**config.mk**
```make
export PLATFORM = sky130hd
export DESIGN_NAME = alu_sequencer
export DESIGN_NICKNAME = d
export VERILOG_FILES = /design/src/rtl/alu_seq_pkg.sv /design/src/rtl/seq_decode.sv /design/src/rtl/alu_sequencer.sv
export SDC_FILE = /design/constraint.sdc
export NUM_CORES = 1
export LEC_CHECK = 0
export CAP_MARGIN = 20
export CORE_ASPECT_RATIO = 1.25
export CORE_UTILIZATION = 44
export DETAILED_ROUTE_END_ITERATION = 6
export PLACE_DENSITY = 0.83
export SLEW_MARGIN = 5
export SYNTH_ARGS = -nofsm -noshare
export SYNTH_HDL_FRONTEND = slang
export SYNTH_SLANG_ARGS = --single-unit
```
**constraint.sdc**
```tcl
create_clock -name i_clk -period 1.74 [get_ports i_clk]
set_input_delay 0.348 -clock i_clk [delete_from_list [all_inputs] [get_ports i_clk]]
set_output_delay 0.348 -clock i_clk [all_outputs]
set_load 0.03 [all_outputs]
```
**src/rtl/alu_seq_pkg.sv**
```systemverilog
// alu_seq_pkg: shared state/class enums, opcodes and instruction field positions
package alu_seq_pkg;
   typedef enum logic [2:0] {S_IDLE, S_FETCH, S_DECODE, S_EXECUTE, S_WRITEBACK, S_HALT} state_t;
   typedef enum logic [2:0] {C_ALU, C_LDI, C_JMP, C_BZ, C_HALT, C_NOP} iclass_t;
   localparam logic [3:0] OPC_LDI  = 4'h8;
   localparam logic [3:0] OPC_JMP  = 4'h9;
   localparam logic [3:0] OPC_BZ   = 4'hA;
   localparam logic [3:0] OPC_HALT = 4'hF;
   localparam int OPC_LSB = 12;
   localparam int RD_LSB  = 9;
   localparam int RS1_LSB = 6;
   localparam int RS2_LSB = 3;
   localparam int IMM_LSB = 0;
   localparam int FLAG_Z  = 1;
endpackage

```
**src/rtl/seq_decode.sv**
```systemverilog
// seq_decode: splits the instruction register into class and operand fields
module seq_decode
   import alu_seq_pkg::*;
(
   input  logic [15:0] i_ir,
   output iclass_t     o_class,
   output logic [2:0]  o_rd,
   output logic [2:0]  o_rs1,
   output logic [2:0]  o_rs2,
   output logic [2:0]  o_alu_op,
   output logic [7:0]  o_imm8
);
   logic [3:0] w_opc;
   assign w_opc    = i_ir[OPC_LSB +: 4];
   assign o_rd     = i_ir[RD_LSB +: 3];
   assign o_rs1    = i_ir[RS1_LSB +: 3];
   assign o_rs2    = i_ir[RS2_LSB +: 3];
   assign o_imm8   = i_ir[IMM_LSB +: 8];
   assign o_alu_op = w_opc[2:0];
   assign o_class  = !w_opc[3]          ? C_ALU  :
                     w_opc == OPC_LDI   ? C_LDI  :
                     w_opc == OPC_JMP   ? C_JMP  :
                     w_opc == OPC_BZ    ? C_BZ   :
                     w_opc == OPC_HALT  ? C_HALT : C_NOP;
endmodule

```
**src/rtl/alu_sequencer.sv**
```systemverilog
// alu_sequencer: fetch/decode/execute/writeback controller for an external ALU and register file
module alu_sequencer
   import alu_seq_pkg::*;
#(
   parameter logic [7:0] PC_RESET = 8'h00,
   parameter int         MAX_WAIT = 15
) (
   input  logic        i_clk,
   input  logic        i_rst_n,
   input  logic        i_start,
   output logic [7:0]  o_mem_addr,
   output logic        o_mem_rd,
   input  logic [15:0] i_mem_rdata,
   input  logic        i_mem_ready,
   output logic [2:0]  o_rf_rd_addr_a,
   output logic [2:0]  o_rf_rd_addr_b,
   input  logic [7:0]  i_rf_rd_data_a,
   input  logic [7:0]  i_rf_rd_data_b,
   output logic        o_rf_wr_en,
   output logic [2:0]  o_rf_wr_addr,
   output logic [7:0]  o_rf_wr_data,
   output logic [7:0]  o_alu_a,
   output logic [7:0]  o_alu_b,
   output logic [2:0]  o_alu_op,
   input  logic [7:0]  i_alu_result,
   input  logic [3:0]  i_alu_nzcv,
   output logic [3:0]  o_flags,
   output logic        o_busy,
   output logic        o_halted,
   output logic        o_fetch_err
);
   localparam int WW = $clog2(MAX_WAIT + 2);
   state_t          r_state, w_state_nx;
   logic [7:0]      r_pc;
   logic [15:0]     r_ir;
   logic [7:0]      r_res;
   logic [3:0]      r_nzcv;
   logic [3:0]      r_flags;
   logic            r_fetch_err;
   logic [WW-1:0]   r_wait;
   iclass_t         w_class;
   logic [2:0]      w_rd, w_rs1, w_rs2, w_alu_op;
   logic [7:0]      w_imm8;
   logic            w_wait_done;
   seq_decode u_dec (
      .i_ir     (r_ir),
      .o_class  (w_class),
      .o_rd     (w_rd),
      .o_rs1    (w_rs1),
      .o_rs2    (w_rs2),
      .o_alu_op (w_alu_op),
      .o_imm8   (w_imm8)
   );
   assign w_wait_done = r_wait == WW'(MAX_WAIT);
   // status is forced low while reset is held so a mid-instruction reset shows nothing
   assign o_mem_addr  = r_pc;
   assign o_busy      = i_rst_n && (r_state inside {S_FETCH, S_DECODE, S_EXECUTE, S_WRITEBACK});
   assign o_halted    = i_rst_n && r_state == S_HALT;
   assign o_flags     = i_rst_n ? r_flags : 4'd0;
   assign o_fetch_err = i_rst_n && r_fetch_err;
   always_ff @(posedge i_clk)
      r_state <= !i_rst_n ? S_IDLE : w_state_nx;
   always_comb begin
      w_state_nx     = r_state;
      o_mem_rd       = 1'b0;
      o_rf_rd_addr_a = '0;
      o_rf_rd_addr_b = '0;
      o_rf_wr_en     = 1'b0;
      o_rf_wr_addr   = '0;
      o_rf_wr_data   = '0;
      o_alu_a        = '0;
      o_alu_b        = '0;
      o_alu_op       = '0;
      if (i_rst_n) begin
         case (r_state)
            S_IDLE, S_HALT: w_state_nx = i_start ? S_FETCH : r_state;
            S_FETCH: begin
               o_mem_rd   = 1'b1;
               w_state_nx = i_mem_ready ? S_DECODE : w_wait_done ? S_HALT : S_FETCH;
            end
            S_DECODE: begin
               o_rf_rd_addr_a = w_rs1;
               o_rf_rd_addr_b = w_rs2;
               w_state_nx     = w_class == C_ALU  ? S_EXECUTE   :
                                w_class == C_LDI  ? S_WRITEBACK :
                                w_class == C_HALT ? S_HALT      : S_FETCH;
            end
            S_EXECUTE: begin
               o_rf_rd_addr_a = w_rs1;
               o_rf_rd_addr_b = w_rs2;
               o_alu_a        = i_rf_rd_data_a;
               o_alu_b        = i_rf_rd_data_b;
               o_alu_op       = w_alu_op;
               w_state_nx     = S_WRITEBACK;
            end
            S_WRITEBACK: begin
               o_rf_wr_en   = 1'b1;
               o_rf_wr_addr = w_rd;
               o_rf_wr_data = w_class == C_ALU ? r_res : w_imm8;
               w_state_nx   = S_FETCH;
            end
            default: w_state_nx = S_IDLE;
         endcase
      end
   end
   always_ff @(posedge i_clk) begin
      if (!i_rst_n) begin
         r_pc        <= PC_RESET;
         r_ir        <= '0;
         r_res       <= '0;
         r_nzcv      <= '0;
         r_flags     <= '0;
         r_fetch_err <= 1'b0;
         r_wait      <= '0;
      end else begin
         if (r_state == S_FETCH) begin
            if (i_mem_ready) begin
               r_ir   <= i_mem_rdata;
               r_pc   <= r_pc + 8'd1;
               r_wait <= '0;
            end else if (w_wait_done) begin
               r_fetch_err <= 1'b1;
               r_wait      <= '0;
            end else begin
               r_wait <= r_wait + WW'(1);
            end
         end
         if (r_state == S_DECODE && (w_class == C_JMP || (w_class == C_BZ && r_flags[FLAG_Z])))
            r_pc <= w_imm8;
         if (r_state == S_EXECUTE) begin
            r_res  <= i_alu_result;
            r_nzcv <= i_alu_nzcv;
         end
         if (r_state == S_WRITEBACK && w_class == C_ALU)
            r_flags <= r_nzcv;
      end
   end
endmodule

```
# After elaboration in Yosys (flattened, before gate mapping)
# Index checks and enable logic that the tools add are counted.
# W data, S select, Z words.
# word_totals
ff_bits,49
# op_classes
n_addsub,2
eq_ne,15
n_mux,37
bitwise,1
n_reduce_logical,17
# op_table
op,count
$mux W8,10
$mux W3,18
$eq A4 B4 Y1 const B,4
$pmux W3 S5,1
$eq A3 B2 Y1 const B,4
$mux W5,2
$eq A3 B3 Y1 const B,3
$add A8 B1 Y8 const B,1
$eq A3 B1 Y1 const B,2
$logic_and A1 B1 Y1,6
$logic_not A3 Y1,2
$add A5 B1 Y5 const B,1
$eq A5 B4 Y1 const B,1
$mux W1,5
$mux W4,1
$reduce_and A2 Y1,2
$reduce_bool A2 Y1,2
$reduce_bool A4 Y1,1
$reduce_or A2 Y1,2
$reduce_and A3 Y1,1
$ne A2 B2 Y1 const B,1
$logic_or A1 B1 Y1,1
$not A1 Y1,1

# Depth between registers and ports, before layout
# depth
word_depth,12
depth_mapped,6
depth_no_buf,5

# Hierarchy
# Synthesis repeated with hierarchy kept, for this count alone.
# unflattened
hier_cells,351
hier_area_um2,2631.3
# by_module_without_submodules
mod,n_inst,cells_per_inst,area_per_inst_um2,seq_area_each_um2
alu_sequencer,1,325,2432.3,980.9
seq_decode,1,26,198.9,0.0

# Worst setup path before layout
# No wires, ideal clock.
# synth_timing
path_kind,flip-flop to output port
startpoint,register r_state[0]
endpoint,output port o_rf_wr_addr[0]
arrival_ns,1.495
t_required_ns,1.392
setup_slack_ns,-0.103
stages_incl_launch_ff,7
cell_sequence,dfxtp_1 buf_6 nand2b_1 or3_1 buf_2 inv_2 and2_1
# synth_between
elab_chain_len,3
# synth_rtl
element,line,source
from (decl),alu_sequencer.sv:33,"state_t r_state, w_state_nx;"
from (signal assigned),alu_sequencer.sv:62,r_state <= !i_rst_n ? S_IDLE : w_state_nx;
$eq A3 B3 Y1,alu_sequencer.sv:75,case (r_state)
$mux W3,alu_sequencer.sv:75,
$mux W3,alu_sequencer.sv:74,if (i_rst_n) begin
to (decl),alu_sequencer.sv:20,"output logic [2:0] o_rf_wr_addr,"
# Every way passes these cells.

# Worst setup path after layout
# layout_timing
startpoint,register r_state[2]
endpoint,output port o_alu_a[0]
# layout_between
elab_chain_len,3
# layout_rtl
element,line,source
$eq A3 B2 Y1,alu_sequencer.sv:75,
$mux W8,alu_sequencer.sv:75,
$mux W8,alu_sequencer.sv:74,
to (decl),alu_sequencer.sv:22,"output logic [7:0] o_alu_a,"
# Every way passes these cells.

==> results.json <==
{
  "worstSetupEndpoint": "o_alu_a[0]",
  "violations": "setup timing",
  "setup_viol": 45,
  "htree_levels": 2,
  "gr-usage-met3_pct": 5.324,
  "postCtsHoldBufs": 0,
  "use_met1_pct": 28.08,
  "final_layout_size_suffix_gt1_share_pct": 35.18,
  "power_frac_seq_pct": 44.4,
  "cts-root-buf": "clkbuf_8",
  "grt_max_degree": 27,
  "finalClockSkew_ns": 0.01082,
  "synth_xor_area_share_pct": 0,
  "cp_slowest_stage_delay_ns": 0.35,
  "synth_seq_cells": 49,
  "yosysMostFrequentCell": "nand2_1",
  "io_buffer_count": 100,
  "nFillCells": 363,
  "swShare_pct": 28.47,
  "combPwrFrac_pct": 25.0,
  "gp_congestion": 0.8076,
  "post-dp-hpwl_um": 5172,
  "crit_arrival_ns": 1.57,
  "total_power_mw": 2.789,
  "viasPerCell": 5.564,
  "netlist.area_leader.share_pct": 38.62,
  "fin_crit_ns": 1.923,
  "synthMuxAreaShare_pct": 5.123,
  "hold_viol_final": 0,
  "syn-cell-area_sq_mm": 0.002540,
  "io_pins": 101,
  "netlist_instances": 324,
  "vdd_drop_max_uv": 699.1,
  "wl_per_cell_um": 17.10,
  "totalWireLength_um": 8823,
  "path_class": "flip-flop to output port",
  "critPathRequiredTime_ns": 1.39,
  "clkTransAtPathRegs_ns": 0.09,
  "drc": 0,
  "maxCapViolCount": 0,
  "top_usage_layer": "met2",
  "reg2reg_from": "r_state[2]",
  "antenna_found_initial": 0,
  "hold_path_class": "flip-flop to flip-flop",
  "clock_sinks": 49,
  "holdWs_ns": 0.4635,
  "status": "complete, but fails checks",
  "path_cells": "buf_6 -> nand2b_4 -> nor2_4 -> buf_6 -> and3_1 -> buf_6",
  "antenna_cells": 0,
  "setup_ws_ns": -0.1825,
  "fin_crit_sh_pct": 110.5,
  "clock_path_buffers": 2,
  "postLayoutCellArea_sq_mm": 0.004304,
  "ys_seq_area_share_pct": 38.62,
  "relSlewSlack_pct": 67.65,
  "route.vias.total": 2871,
  "yosys-top-cells-count": "nand2_1, dfxtp_1, a21oi_1",
  "async_flop_share_pct": 0,
  "numCtsBuffers": 5,
  "synth_cell_types": 47,
  "worst-r2r-setup-slack_ns": -0.06,
  "timing.fmax_ghz": 0.5202,
  "clk_latency_ns": 0.31,
  "row_count": 30,
  "drt_iter0_drc": 160,
  "met2_usage_pct": 49.21,
  "p_per_area_mw_per_mm2": 648.1,
  "crit_start": "r_state[2]",
  "slew_viol_final": 0,
  "crit_fanout": 5,
  "yosysWarningCount": 0,
  "power.switching_uw": 794.0,
  "place_area_sq_mm": 0.003597,
  "cts_tree": "built",
  "yosys.area_share.simple_pct": 33.50,
  "grt_usage_pct": 25.94,
  "area_delta_synth_final_pct": 69.46,
  "synthesis.nets": 374,
  "p_int_mw": 1.995,
  "die_area_sq_mm": 0.006082,
  "initial_core_util_pct": 46.35,
  "die_h_um": 86.95,
  "synth.area.top_cells": "dfxtp_1, nand2_1, a21oi_1",
  "grt_pass1_vias": 2770,
  "die_x_um": 69.96,
  "core_sq_mm": 0.005480,
  "drtAntennaViolNets": 0,
  "r2r_end": "o_mem_addr[6]",
  "synth-compound-area-share_pct": 16.16,
  "layout.nets": 501,
  "grt-ovfl-total": 0,
  "tightest_slew_ns": 0.4826,
  "synth-main-ff-cell": "dfxtp_1",
  "crit_slowest_cell": "dfxtp_2",
  "syn_area_per_cell_sq_um": 7.839,
  "cp-end-kind": "output port",
  "rsz0062_at_grt": "yes",
  "grt_pass1_wl_um": 12680,
  "yosys.area.top_type": "dfxtp_1",
  "tns_ns": -4.996,
  "drtPass1Iterations": 4,
  "path_common_cell": "buf_6",
  "synthAdderAreaFrac_pct": 0.9852,
  "synth_edf_count": 0,
  "leakagePower_nw": 1.769,
  "r2r.worst_path.cells": 8,
  "synth_top_family_by_area": "simple AND/OR/NAND/NOR gates",
  "cp-start-kind": "flip-flop",
  "clock_power_share_pct": 30.6
}
## power by group through the flow
stage	sequential [mW]	combinational, mW	clock, mW
finish	1.24	0.698	0.854
floorplan	1.24	0.319	0
global placement	1.25	0.541	0
detailed placement	1.25	0.552	0
CTS	1.23	0.612	0.853
global route	1.24	0.748	0.903
## metrics by stage
step,worst slack [ns],instances,utilization (%)
floorplan,-0.06265,324,-
global placement,-0.4147,492,65.64
detailed placement,-0.4418,492,65.64
CTS,-0.1682,510,73.95
global route,-0.2243,516,78.54
finish,-0.1825,516,78.54
## sequential cells by signal, summed over array words and instances, names as in the netlist
name / count
o_mem_addr: 8
r_fetch_err: 1
r_flags: 4
r_ir: 16
r_nzcv: 4
r_res: 8
r_state: 3
r_wait: 5
## timing repair
| item | in CTS | in global routing |
|---|---|---|
| resized for setup | 77 | 49 |
| pin swaps | 20 | 14 |
| setup endpoints to repair | 45 | 57 |
| gates cloned | 3 | 1 |
| buffers inserted | 7 | 5 |
| hold endpoints to repair | 0 | 0 |
## worst max-delay path, delay by kind of cell, from the launching register on
family	cells	cell delay, ns
buf+inv	3	0.41
flops	1	0.35
simple gates	3	0.51
## cells by family after synthesis
kind of cell    Yosys count
compound gates           68
fa+ha+maj                 2
buf+inv                  28
flops                    49
mux                      13
simple gates            164
## how the worst min path moves through the flow
stage | start | end | slack [ns] | depth (start not counted)
floorplan | r_fetch_err | r_fetch_err | 0.43 | 2
global placement | r_ir[8] | r_ir[8] | 0.44 | 2
detailed placement | r_fetch_err | r_fetch_err | 0.45 | 2
CTS | r_nzcv[2] | r_nzcv[2] | 0.46 | 2
global route | r_res[4] | r_res[4] | 0.49 | 2
finish | r_res[6] | r_res[6] | 0.46 | 2
## routing by layer
layer,vias up,wire [um]
li1,1380,-
met1,1345,3206
met2,131,4738
met3,15,689
met4,0,189
met5,-,0
## final cells by class
cell class                 count  area (sq um)  area share [%]
inverter                       4         17.52          0.4070
sequential                    49         987.2           22.94
multi-input combinational    248          1682           39.07
clock buffer                   6         82.58           1.919
tap                           64         80.08           1.860
clock inverter                 2         37.54          0.8721
timing repair buffer         143          1418           32.94
## cells in the final DEF (no fill, tap or decap), types with 4 or more instances in the layout
cell type and n:
and3_1 8, dlygate4sd2_1 6, nor2_4 8, mux2i_1 11, nand3_1 8, a31oi_1 5
clkbuf_8 6, buf_6 47, nor2_1 17, and3_4 13, and2_4 9, a21oi_1 43
clkdlybuf4s50_1 46, buf_4 39, dfxtp_1 46, nand2_1 64, and2_1 6, nor3_2 4
Power figures use the tool's default switching activity.
==> edit 1: new RTL, same flow settings <==
Set the parameter `MAX_WAIT` to 17 (it was 15).
--- a/src/rtl/alu_sequencer.sv
+++ b/src/rtl/alu_sequencer.sv
@@ -3,7 +3,7 @@
    import alu_seq_pkg::*;
 #(
    parameter logic [7:0] PC_RESET = 8'h00,
-   parameter int         MAX_WAIT = 15
+   parameter int         MAX_WAIT = 17
 ) (
    input  logic        i_clk,
    input  logic        i_rst_n,
Check against the original RTL: same outputs for any inputs over 10 cycles, from zero or initial values and one cycle with i_rst_n low; that may be too few to reach the edited logic, so the function may still have changed.
==> edit 1 against the original RTL <==
The flow still finishes with violations (setup timing); worst hold slack worse by 3.3 ps; sequential cell count did not move; total power increased by 1.2%; via count increased by 1.2%; final area shrank 1.9%; synthesized area decreased by 2.0%; wire length shrank 0.22%; fmax grew 2.9%; first-iteration DRC count up 24%; clock power is 2% lower; clock skew shrank 2.0 ps; setup slack better by 54 ps; highest routed layer unchanged.
==> edit 1: results <==
[detailed_routing]
wl_per_cell_um = 17.06
met2_length_um = 4837
wl_met3_um = 422
first_pass_iters = 5
wl_met1_um = 3356
via_per_inst = 5.630

[timing]
fin_tns_setup_ps = -1708
fin_ws_ps = -128.4
setup_viol = 34

[synth]
synth_common_cells = "nand2_1, dfxtp_1, a21oi_1"
ys_seq_area_share_pct = 39.40
synth_area_leaders = "dfxtp_1, nand2_1, a21oi_1"

[global_route]
grtUsageTotal_pct = 26.38
grt_max_degree = 42
grt_pass1_vias = 2686

[placement]
placedInstanceArea_um2 = 3645
gp_congestion = 0.7804

[outcome]
status = "complete, but fails checks"
violations = "setup timing"

[cells_and_area]
fin_nets = 502
fill_cells = 367

[power_and_ir_drop]
p_sw_share_pct = 27.55
leakage_nw = 1.781

[worst_setup_path]
cpMaxStageDelayCell = "or2_4"
slowest_delay_ps = 300
arrival_ps = 1520
## edit 1: cell count changes in the layout (fill, tap and decap cells not counted), moves of 4 or more
| cell | delta |
|---|---|
| a21oi_1 | -6 |
| and2_1 | +5 |
| and2_4 | -5 |
| and3_1 | -5 |
| and3_2 | +12 |
| and3_4 | -7 |
| and3b_2 | +4 |
| buf_4 | +7 |
| buf_6 | -7 |
| nor2_1 | -4 |
| nor3_2 | -4 |
## edit 1: logic make-up (layout without fill, tap and decap cells)
kind of cell / after synthesis / in the layout / synth area share, %
AOI/OAI and AO/OA: 62 / 62 / 15.83
xor gates and xnor gates: 2 / 2 / 0.7036
adders and majority gates: 3 / 3 / 1.508
buffers and inverters: 26 / 157 / 4.170
DFF: 49 / 49 / 39.40
muxes: 14 / 14 / 5.678
and+or+nand+nor: 161 / 165 / 32.71
## edit 1: path summary, 6_finish.rpt
check	start	slack (ps)	end	depth (start not counted)
max	i_rst_n	-130	o_rf_wr_addr[2]	7
min	r_nzcv[3]	460	r_nzcv[3]	2
max reg2reg	r_state[1]	40	r_wait[4]	5
min reg2reg	r_nzcv[3]	460	r_nzcv[3]	2
## edit 1: routing by layer
metal	up-vias	global-route usage [%]
met3	16	3.760
li1	1383	-
met5	-	0
met1	1386	30.22
met2	120	49.43
met4	0	9.647
## edit 1: metrics by stage
step	std cells	util, %
6_report	516	77.56
5_1_grt	516	77.56
4_1_cts	508	74.32
3_5_place_dp	490	66.97
3_3_place_gp	490	66.97
2_1_floorplan	317	-
## edit 1: final cells by class
cell class | instances | area, um^2 | share of cell area [%]
clock inverters | 1 | 30.03 | 0.7113
multi-input cells | 246 | 1595 | 37.79
flip-flops and latches | 49 | 991.0 | 23.47
well taps | 64 | 80.08 | 1.897
repair buffers | 144 | 1418 | 33.58
inverters | 5 | 21.27 | 0.5039
clock buffers | 7 | 86.33 | 2.045
## edit 1: repair_timing
action / CTS / global route
buffers inserted: 6 / 8
cloned: 5 / 0
gates resized for setup: 66 / 35
pin swaps: 9 / 5
endpoints found under the setup margin: 50 / 50
## edit 1: critical path: cells and delay by family
family	cells	cell delay, ps
simple gates	4	730
buf+inv	3	440
## edit 1: power by group through the flow
stage,Clock (mW),Sequential [mW],Combinational [mW]
2_1_floorplan,0,1.24,0.285
3_3_place_gp,0,1.25,0.557
3_5_place_dp,0,1.25,0.571
4_1_cts,0.851,1.23,0.663
5_1_grt,0.888,1.24,0.800
6_report,0.836,1.23,0.755
==> edit 2: new RTL, same flow settings <==
Without the edit above. Put a register stage on the outputs `o_flags` and `o_fetch_err`. The values now appear one clock later. The other outputs are not delayed to match.
--- a/src/rtl/alu_sequencer.sv
+++ b/src/rtl/alu_sequencer.sv
@@ -56,8 +56,10 @@
    assign o_mem_addr  = r_pc;
    assign o_busy      = i_rst_n && (r_state inside {S_FETCH, S_DECODE, S_EXECUTE, S_WRITEBACK});
    assign o_halted    = i_rst_n && r_state == S_HALT;
-   assign o_flags     = i_rst_n ? r_flags : 4'd0;
-   assign o_fetch_err = i_rst_n && r_fetch_err;
+   always_ff @(posedge i_clk) begin
+      o_flags     <= i_rst_n ? r_flags : 4'd0;
+      o_fetch_err <= i_rst_n && r_fetch_err;
+   end
    always_ff @(posedge i_clk)
       r_state <= !i_rst_n ? S_IDLE : w_state_nx;
    always_comb begin
Formal check against the unedited RTL: not equivalent (Yosys sat finds a counterexample within 10 cycles, from zero or initial values and one cycle with i_rst_n low).
==> edit 2 against the original RTL <==
The run still ends with setup timing left; synthesized cell count shrank 1.2%; first-iteration DRC count shrank 0.63%; global-route usage shrank 0.54 points; worst hold slack lost 3.3 ps; final area shrank 3.4%; setup slack gained 140 ps; sequential cell count grew 5; cell count shrank 0.58%; synthesized area grew 0.74%; total power grew 0.91%; wire length shrank 9.6%; fmax grew 8.1%; critical path type unchanged; critical endpoint is now o_alu_a[3]; highest routed layer unchanged.
==> edit 2: results <==
[power_and_ir_drop]
leakage_nw = 1.738
combPwrFrac_pct = 21.8
clk-power_uw = 849
p_sw_uw = 743.4
total_power_mw = 2.815

[worst_setup_path]
arrival_ps = 1430
critPathMaxFanout = 8
cpMaxStageDelayCell = "dfxtp_4"
slowest_delay_ps = 380

[synth]
syn_avg_cell_area_um2 = 7.996
synth_common_cells = "nand2_1, dfxtp_1, a21oi_1"
ys_seq_area_share_pct = 42.25
synth_nets = 370
ys_types = 42

[outcome]
status = "complete, but fails checks"
violations = "setup timing"

[cells_and_area]
drive_gt1_share_pct = 28.51
fill_cells = 410
instances_no_fill = 513

[global_route]
met2_usage_pct = 47.81
grtUsageMet1_pct = 28.54
grtUsageTotal_pct = 25.40
grt_max_degree = 32
grt_pass1_wl_um = 12360
grt_pass1_vias = 2600

[detailed_routing]
wl_met3_um = 467
met2_length_um = 4401
via_per_inst = 5.483
drt_iter0_markers = 159

[placement]
placedInstanceArea_um2 = 3691
gp_congestion = 0.8982
hpwl_um = 5283
dp.cells = 494
place_ws_ps = -280.9

[timing]
tightestPinTransition_ps = 583.1
fin_ws_ps = -38.42
setup_viol = 21
fin_worst_skew_ps = 6.270
fin_tns_setup_ps = -335.7

[clock_tree]
cts_buffer_depth = 2
[edit 2: cell count changes in the layout (fill, tap and decap cells not counted), moves of 4 or more]
cell             before  now
buf_4                39   49
o21ai_0               0    4
dfxtp_1              46   50
buf_6                47   36
nand2_1              64   60
clkdlybuf4s50_1      46   54
nor2_4                8    2
nor3_1                1    5
[edit 2: kinds of logic (layout without fill, tap and decap cells)]
family | count (synthesis) | after routing | synth area share [%]
mux | 12 | 12 | 4.695
flops | 54 | 54 | 42.25
xor+xnor | 1 | 1 | 0.3424
fa+ha+maj | 2 | 2 | 0.9778
simple gates | 162 | 162 | 33.01
compound gates | 63 | 63 | 14.13
buf+inv | 26 | 155 | 4.596
[edit 2: what timing repair did]
| item | in CTS | in global routing |
|---|---|---|
| gates resized for setup | 51 | 32 |
| hold buffers | 0 | 0 |
| buffers inserted | 8 | 3 |
| pin swaps | 3 | 9 |
| gates cloned | 1 | 0 |
| setup endpoints to repair | 43 | 41 |
[edit 2: area by class of cell]
cell class,count,area (um^2),area share [%]
Multi-Input combinational cell,240,1481,35.62
Timing Repair Buffer,145,1375,33.06
Sequential cell,54,1096,26.35
Clock buffer,6,82.58,1.986
Tap cell,64,80.08,1.925
Clock inverter,1,30.03,0.7220
Inverter,3,13.76,0.3309
[edit 2: path summary, 6_finish.rpt]
kind	cells after the start	startpoint	to	slack (ps)
hold / removal	2	r_res[0]	r_res[0]	460
setup reg to reg	4	r_state[2]	r_wait[2]	80
hold reg to reg	2	r_res[0]	r_res[0]	460
setup / recovery	4	r_state[2]	o_alu_a[3]	-40
[edit 2: worst max-delay path, delay by kind of cell, from the launching register on]
family                 cells  cell delay, ps
buffers and inverters      2             280
and+or+nand+nor            2             470
DFF                        1             380
